$ cat config.mk
export PLATFORM = sky130hd
export DESIGN_NAME = a2d_spi_arb
export DESIGN_NICKNAME = d
export VERILOG_FILES = /design/src/rtl/a2d_spi_arb.sv
export SDC_FILE = /design/constraint.sdc
export NUM_CORES = 1
export LEC_CHECK = 0
export ABC_AREA = 1
export BUFFER_PORTS_ARGS = -buffer_cell sky130_fd_sc_hd__buf_2
export CAP_MARGIN = 20
export CORE_MARGIN = 2
export CORE_UTILIZATION = 40
export CTS_BUF_LIST = sky130_fd_sc_hd__clkbuf_8
export CTS_CLUSTER_DIAMETER = 40
export DETAILED_ROUTE_END_ITERATION = 6
export PLACE_DENSITY = 0.71
export SYNTH_ARGS = -nofsm -noshare
export SYNTH_HDL_FRONTEND = slang
export SYNTH_SLANG_ARGS = --single-unit
$ cat constraint.sdc
create_clock -name clk -period 1.92 [get_ports clk]
set_input_delay 0.384 -clock clk [delete_from_list [all_inputs] [get_ports clk]]
set_output_delay 0.384 -clock clk [all_outputs]
set_load 0.02 [all_outputs]
$ cat src/rtl/a2d_spi_arb.sv
// Round-robin arbiter that shares one 16-bit SPI master between the A2D (0) and
// inertial (1) requesters. Ownership persists across transactions and is hold-limited.
module a2d_spi_arb #(
  parameter int unsigned HOLD_MAX = 1024
) (
  input  logic        clk,
  input  logic        rst_n,
  input  logic [1:0]  req,
  input  logic [1:0]  wrt_in,
  input  logic [15:0] cmd0,
  input  logic [15:0] cmd1,
  output logic [1:0]  gnt,
  output logic [1:0]  done_out,
  output logic        spi_wrt,
  output logic [15:0] spi_cmd,
  input  logic        spi_done,
  input  logic        ss_n_in,
  output logic [1:0]  ss_n_out,
  output logic        proto_err,
  output logic        forced_rel
);

  localparam int unsigned CW = (HOLD_MAX > 2) ? $clog2(HOLD_MAX) : 1;
  localparam logic [CW-1:0] HOLD_LAST = CW'(HOLD_MAX - 1);

  typedef enum logic [1:0] {IDLE, GRANT, BUSY, REL} state_t;

  state_t        state, state_nxt;
  logic          owner, owner_nxt;
  logic          last_served, last_served_nxt;
  logic [1:0]    gnt_nxt;
  logic [CW-1:0] hold_cnt, hold_cnt_nxt;
  logic [1:0]    owner_oh;
  logic [1:0]    legal_wrt;

  assign owner_oh = owner ? 2'b10 : 2'b01;

  always_ff @(posedge clk or negedge rst_n) begin
    if (!rst_n) begin
      state       <= IDLE;
      owner       <= 1'b0;
      last_served <= 1'b1;
      gnt         <= '0;
      hold_cnt    <= '0;
    end else begin
      state       <= state_nxt;
      owner       <= owner_nxt;
      last_served <= last_served_nxt;
      gnt         <= gnt_nxt;
      hold_cnt    <= hold_cnt_nxt;
    end
  end

  always_comb begin
    state_nxt       = state;
    owner_nxt       = owner;
    last_served_nxt = last_served;
    gnt_nxt         = gnt;
    hold_cnt_nxt    = hold_cnt;
    forced_rel      = 1'b0;
    case (state)
      IDLE: begin
        if (|req) begin
          // The requester not served last wins whenever it is asking.
          owner_nxt    = req[~last_served] ? ~last_served : last_served;
          gnt_nxt      = owner_nxt ? 2'b10 : 2'b01;
          hold_cnt_nxt = '0;
          state_nxt    = GRANT;
        end
      end
      GRANT: begin
        if (wrt_in[owner]) begin
          hold_cnt_nxt = '0;
          state_nxt    = BUSY;
        end else if (!req[owner]) begin
          state_nxt = REL;
        end else if (req[~owner]) begin
          if (hold_cnt == HOLD_LAST) begin
            forced_rel = 1'b1;
            state_nxt  = REL;
          end else if (hold_cnt != '1) begin
            hold_cnt_nxt = hold_cnt + 1'b1;
          end
        end
      end
      BUSY: begin
        hold_cnt_nxt = '0;
        if (spi_done) state_nxt = GRANT;
      end
      REL: begin
        gnt_nxt         = '0;
        last_served_nxt = owner;
        state_nxt       = IDLE;
      end
      default: state_nxt = IDLE;
    endcase
  end

  assign legal_wrt = (state == GRANT) ? owner_oh : 2'b00;
  assign spi_wrt   = (state == GRANT) && wrt_in[owner];
  assign spi_cmd   = (state == GRANT || state == BUSY) ? (owner ? cmd1 : cmd0) : '0;
  assign done_out  = (state == BUSY && spi_done) ? owner_oh : 2'b00;
  assign proto_err = (|(wrt_in & ~legal_wrt)) || (spi_done && state != BUSY);
  assign ss_n_out  = ~gnt | {2{ss_n_in}};

endmodule
# Word level (Yosys, flattened, before mapping)
# Cells that the tools add are included.
# word_totals
ff_bits	16
out_inout_bits	25
elab_cells	79
# classes
muxes	36
eq_ne	14
bitwise_logic	6
n_reduce_logical	14
order_cmp	3
addsub	1
# op_table
cell	n
10-bit two-way mux	6
16-bit two-way mux	2
10-bit one-hot mux with 3 select lines	1
2-bit two-way mux	11
1-bit two-way mux	14
3-bit != test (second input constant)	4
10-bit by 1-bit adder with 10-bit output (second input constant)	1
10-bit equality test (second input constant)	1
10-bit != test (second input constant)	1
4-bit != test (second input constant)	2
2-bit one-hot mux with 4 select lines	1
1-bit by 2-bit less-than comparator with 1-bit output (second input constant)	3
2-bit != test (second input constant)	3
6-bit AND reduction	1
2-bit equality test (second input constant)	2
2-bit inverter	2
2-bit one-hot mux with 2 select lines	1
2-bit AND reduction	2
4-bit AND reduction	1
2-bit OR reduction	2
1-bit logical AND	3
3-bit nonzero test	1
2-bit AND	1
2-bit by 1-bit equality test with 1-bit output (second input constant)	1
5 further kinds	7

# Longest topological paths before layout
# depth
word_depth	7
ltp_mapped	10

# Worst setup path before layout
# Ideal clock, no wire load.
# synth_timing
path_kind	reg-to-output
start	register state[0]
end	output spi_cmd[10]
arrival_time_ps	1407
setup_slack_ps	129
t_required_ps	1536
path_stages_with_launch	6
path_cell_list	dfrtp_1 inv_1 ha_1 clkbuf_1 o21ai_0 nor2_1
# synth_between
elab_chain_cells	3
# synth_lines
item	line	source
start: declaration	28	state_t state, state_nxt;
start signal: assignment	46	state <= state_nxt;
2-bit by 1-bit equality test with 1-bit output or 2-bit equality test (tied branches)	101	assign spi_cmd = (state == GRANT || state == BUSY) ? (owner ? cmd1 : cmd0) : '0;
1-bit logical OR (*)	101	
16-bit two-way mux (*)	101	
end: declaration	15	output logic [15:0] spi_cmd,
# Mark *: on every way between the ends. The rest lies on a longest branch, timed or not.

# Worst setup path in the final report
# layout_timing
start	register hold_cnt[1]
end	output forced_rel
# layout_between
elab_chain_cells	6
# layout_lines
item	line	source
start: declaration	32	logic [CW-1:0] hold_cnt, hold_cnt_nxt;
start signal: assignment	50	hold_cnt <= hold_cnt_nxt;
10-bit equality test	78	if (hold_cnt == HOLD_LAST) begin
1-bit two-way mux	78	
1-bit two-way mux	77	end else if (req[~owner]) begin
1-bit two-way mux	75	end else if (!req[owner]) begin
1-bit two-way mux	72	if (wrt_in[owner]) begin
1-bit two-way mux	61	case (state)
end: declaration	20	output logic forced_rel
# No other way between the ends.

==> metrics.txt <==
largest net degree at the start of global routing=19; Die W=60.90 um; crit path DAT=1.50 ns; GRT Overall Usage=19.57%; Tmin final=1.879 ns; Yosys warning count=0; initial core utilization=42.07%; gpl congestion=~0.76; DP Area=1659 um^2; RSZ-0062 raised after global routing=yes; CP Max Fanout=2; vias per cell=4.751; Post-Syn Area=1295 um^2; ant diodes=0; DRC Markers=0; clock skew=about 0.0014 ns; non-filler instance count after layout=321; Syn Inst Count=200; Area growth syn-to-layout=45.80%; drt pass-1 iters=4; most common cell after layout, fill and taps aside=buf_2; register area share after synthesis=~31%; later-pin clock latency in the skew report=0.25 ns; Slew HR=76.06%; Final Cycle Share=97.88%; kind of critical path=flip-flop to primary output; number of clock sinks=16; clock tree from TritonCTS=built; final setup vio count=0; Worst-Margin Slew=around 0.36 ns; Crit. End Element=primary output; Max-Cap Viols=0; Register Area=402.9 um^2; CTS root buffer=clkbuf_8; multi-input logic area=812.0 um^2; fmax=532.1 MHz; global-route wire length before repair=5.623 mm; Yosys cell types=24; max-slew violations=0; core area=3078 um^2; worst path required time=1.54 ns; number of global-route vias before repair=1399; layout net count=approximately 320; row cnt=20; Leak Pwr=0.9726 nW; HPWL Detailed=around 2.6 mm; vias=1525; Detail Route Antenna Nets=0; antenna violations before repair=0; maximum VDD drop=1.090 mV; most frequent cells in the layout=buf_2 (51), nor2_1 (44), nand2_1 (33); Overflow after GRT=0; filler cell count=roughly 300; Clock transition at path regs=around 0.060 ns; crit start category=flip-flop; routed wire length=3.490 mm; Fin. Hold Viols=0; dpl cells=305; CTS max path bufs=2; Pwr Density=1566 nW/um^2; Boundary Pins=65; DR iter-0 viols=60; total CTS buffers=3; Mean Syn Cell Area=6.475 um^2; die area=~3700 um^2; IO Port Bufs=64; outcome=complete, no violations; ratio of cells with drive above 1 in the final layout=36.82%; Avg WL per Cell=10.87 um; Syn Nets=246; Min-Delay Path Class=primary input to asynchronous set/reset pin; H-tree levels=1; Die Span Y=60.90 um; setup TNS=0 ns; post-route cell area=between 1500 and 2000 um^2; #FFs+latches synth=16
## layer usage
layer	track usage, %	vias up	wire length, um
li1	-	803	-
met1	23.73	670	1519
met2	35.94	48	1732
met3	3.198	4	211
met4	4.658	0	27
met5	0	-	0
## path summary, 6_finish.rpt
check | start | endpoint | slack, ns | cells after the start
worst min-delay path | rst_n | hold_cnt[4]$_DFFE_PN0P_ | 0.04 | 1
worst max register to register | hold_cnt[0]$_DFFE_PN0P_ | hold_cnt[0]$_DFFE_PN0P_ | 0.21 | 11
worst min register to register | last_served$_DFFE_PN1P_ | last_served$_DFFE_PN1P_ | 0.51 | 2
min in group clk | last_served$_DFFE_PN1P_ | last_served$_DFFE_PN1P_ | 0.51 | 2
max in group asynchronous | rst_n | last_served$_DFFE_PN1P_ | 1.58 | 1
worst max-delay path | hold_cnt[1]$_DFFE_PN0P_ | forced_rel | 0.04 | 6
## cells in the mapped netlist
master	instances	share of area (%)
nand3_2	2	1.5
a21oi_1	6	2.3
nand3_4	1	1.4
inv_1	23	6.7
inv_2	1	0.29
buf_2	3	1.2
and3_1	1	0.48
nand2_2	2	0.97
nor2_4	2	1.7
clkbuf_1	2	0.58
and2_1	1	0.48
o21ai_0	33	13
o21a_1	1	0.58
buf_6	1	0.87
nor2_1	44	13
nand3_1	9	3.5
o22ai_1	2	0.97
nand2_1	35	10
ha_1	6	5.8
dfrtp_1	15	29
dfstp_2	1	2.0
o211ai_1	1	0.58
nor3_1	4	1.5
nand4_1	4	1.9
## what timing repair did
action,in CTS,in global routing
setup endpoints to repair,17,21
gates cloned,0,0
pin swaps,1,6
hold buffers,0,0
setup buffers,5,7
resized for setup,3,29
## logic make-up after synthesis
logic type | after synthesis | synth area share (%)
AND/OR/NAND/NOR | 105 | 36.43
AO/OA/AOI/OAI | 43 | 17.20
buffers and inverters | 30 | 9.565
flip-flops | 16 | 31.01
adder cells (fa/ha/maj) | 6 | 5.797
## critical path, stage by stage, from the launching register on
cell	delay (ns)
dfrtp_1	0.35
ha_2	0.19
nand2_2	0.08
nor2_4	0.10
nand4_1	0.15
nor3_2	0.22
buf_4	0.17
## registers in the layout (all words and copies together), names as in the netlist
| signal | count |
|---|---|
| state | 2 |
| hold_cnt | 10 |
| gnt | 2 |
| last_served | 1 |
| owner | 1 |
## area by class of cell
type	count	area share, %
inverters	24	4.771
flip-flops and latches	16	21.34
repair buffers	79	25.05
multi-input cells	154	43.01
well taps	44	2.916
clock buffers	4	2.916
## power breakdown
| group | switching (W) | internal, W |
|---|---|---|
| Combinational | 0.00130 | 0.000886 |
| Clock | 0.000118 | 0.000182 |
| Sequential | 0.0000557 | 0.000410 |
| Total | 0.00148 | 0.00148 |
## through the flow
step / hold WS, ns / total power (W) / worst slack (ns) / util (%)
after floorplan: 0.08841 / 0.001738 / 0.1287 / -
after CTS: 0.04987 / 0.002665 / 0.02113 / 57.40
after global placement: 0.3151 / 0.002245 / 0.09546 / 53.90
final: 0.03813 / 0.002956 / 0.04064 / 61.34
after global routing: 0.06176 / 0.003211 / -0.06558 / 61.34
after detailed placement: 0.3187 / 0.002262 / 0.02831 / 53.90
No activity file was read; power rests on OpenSTA's default activity.
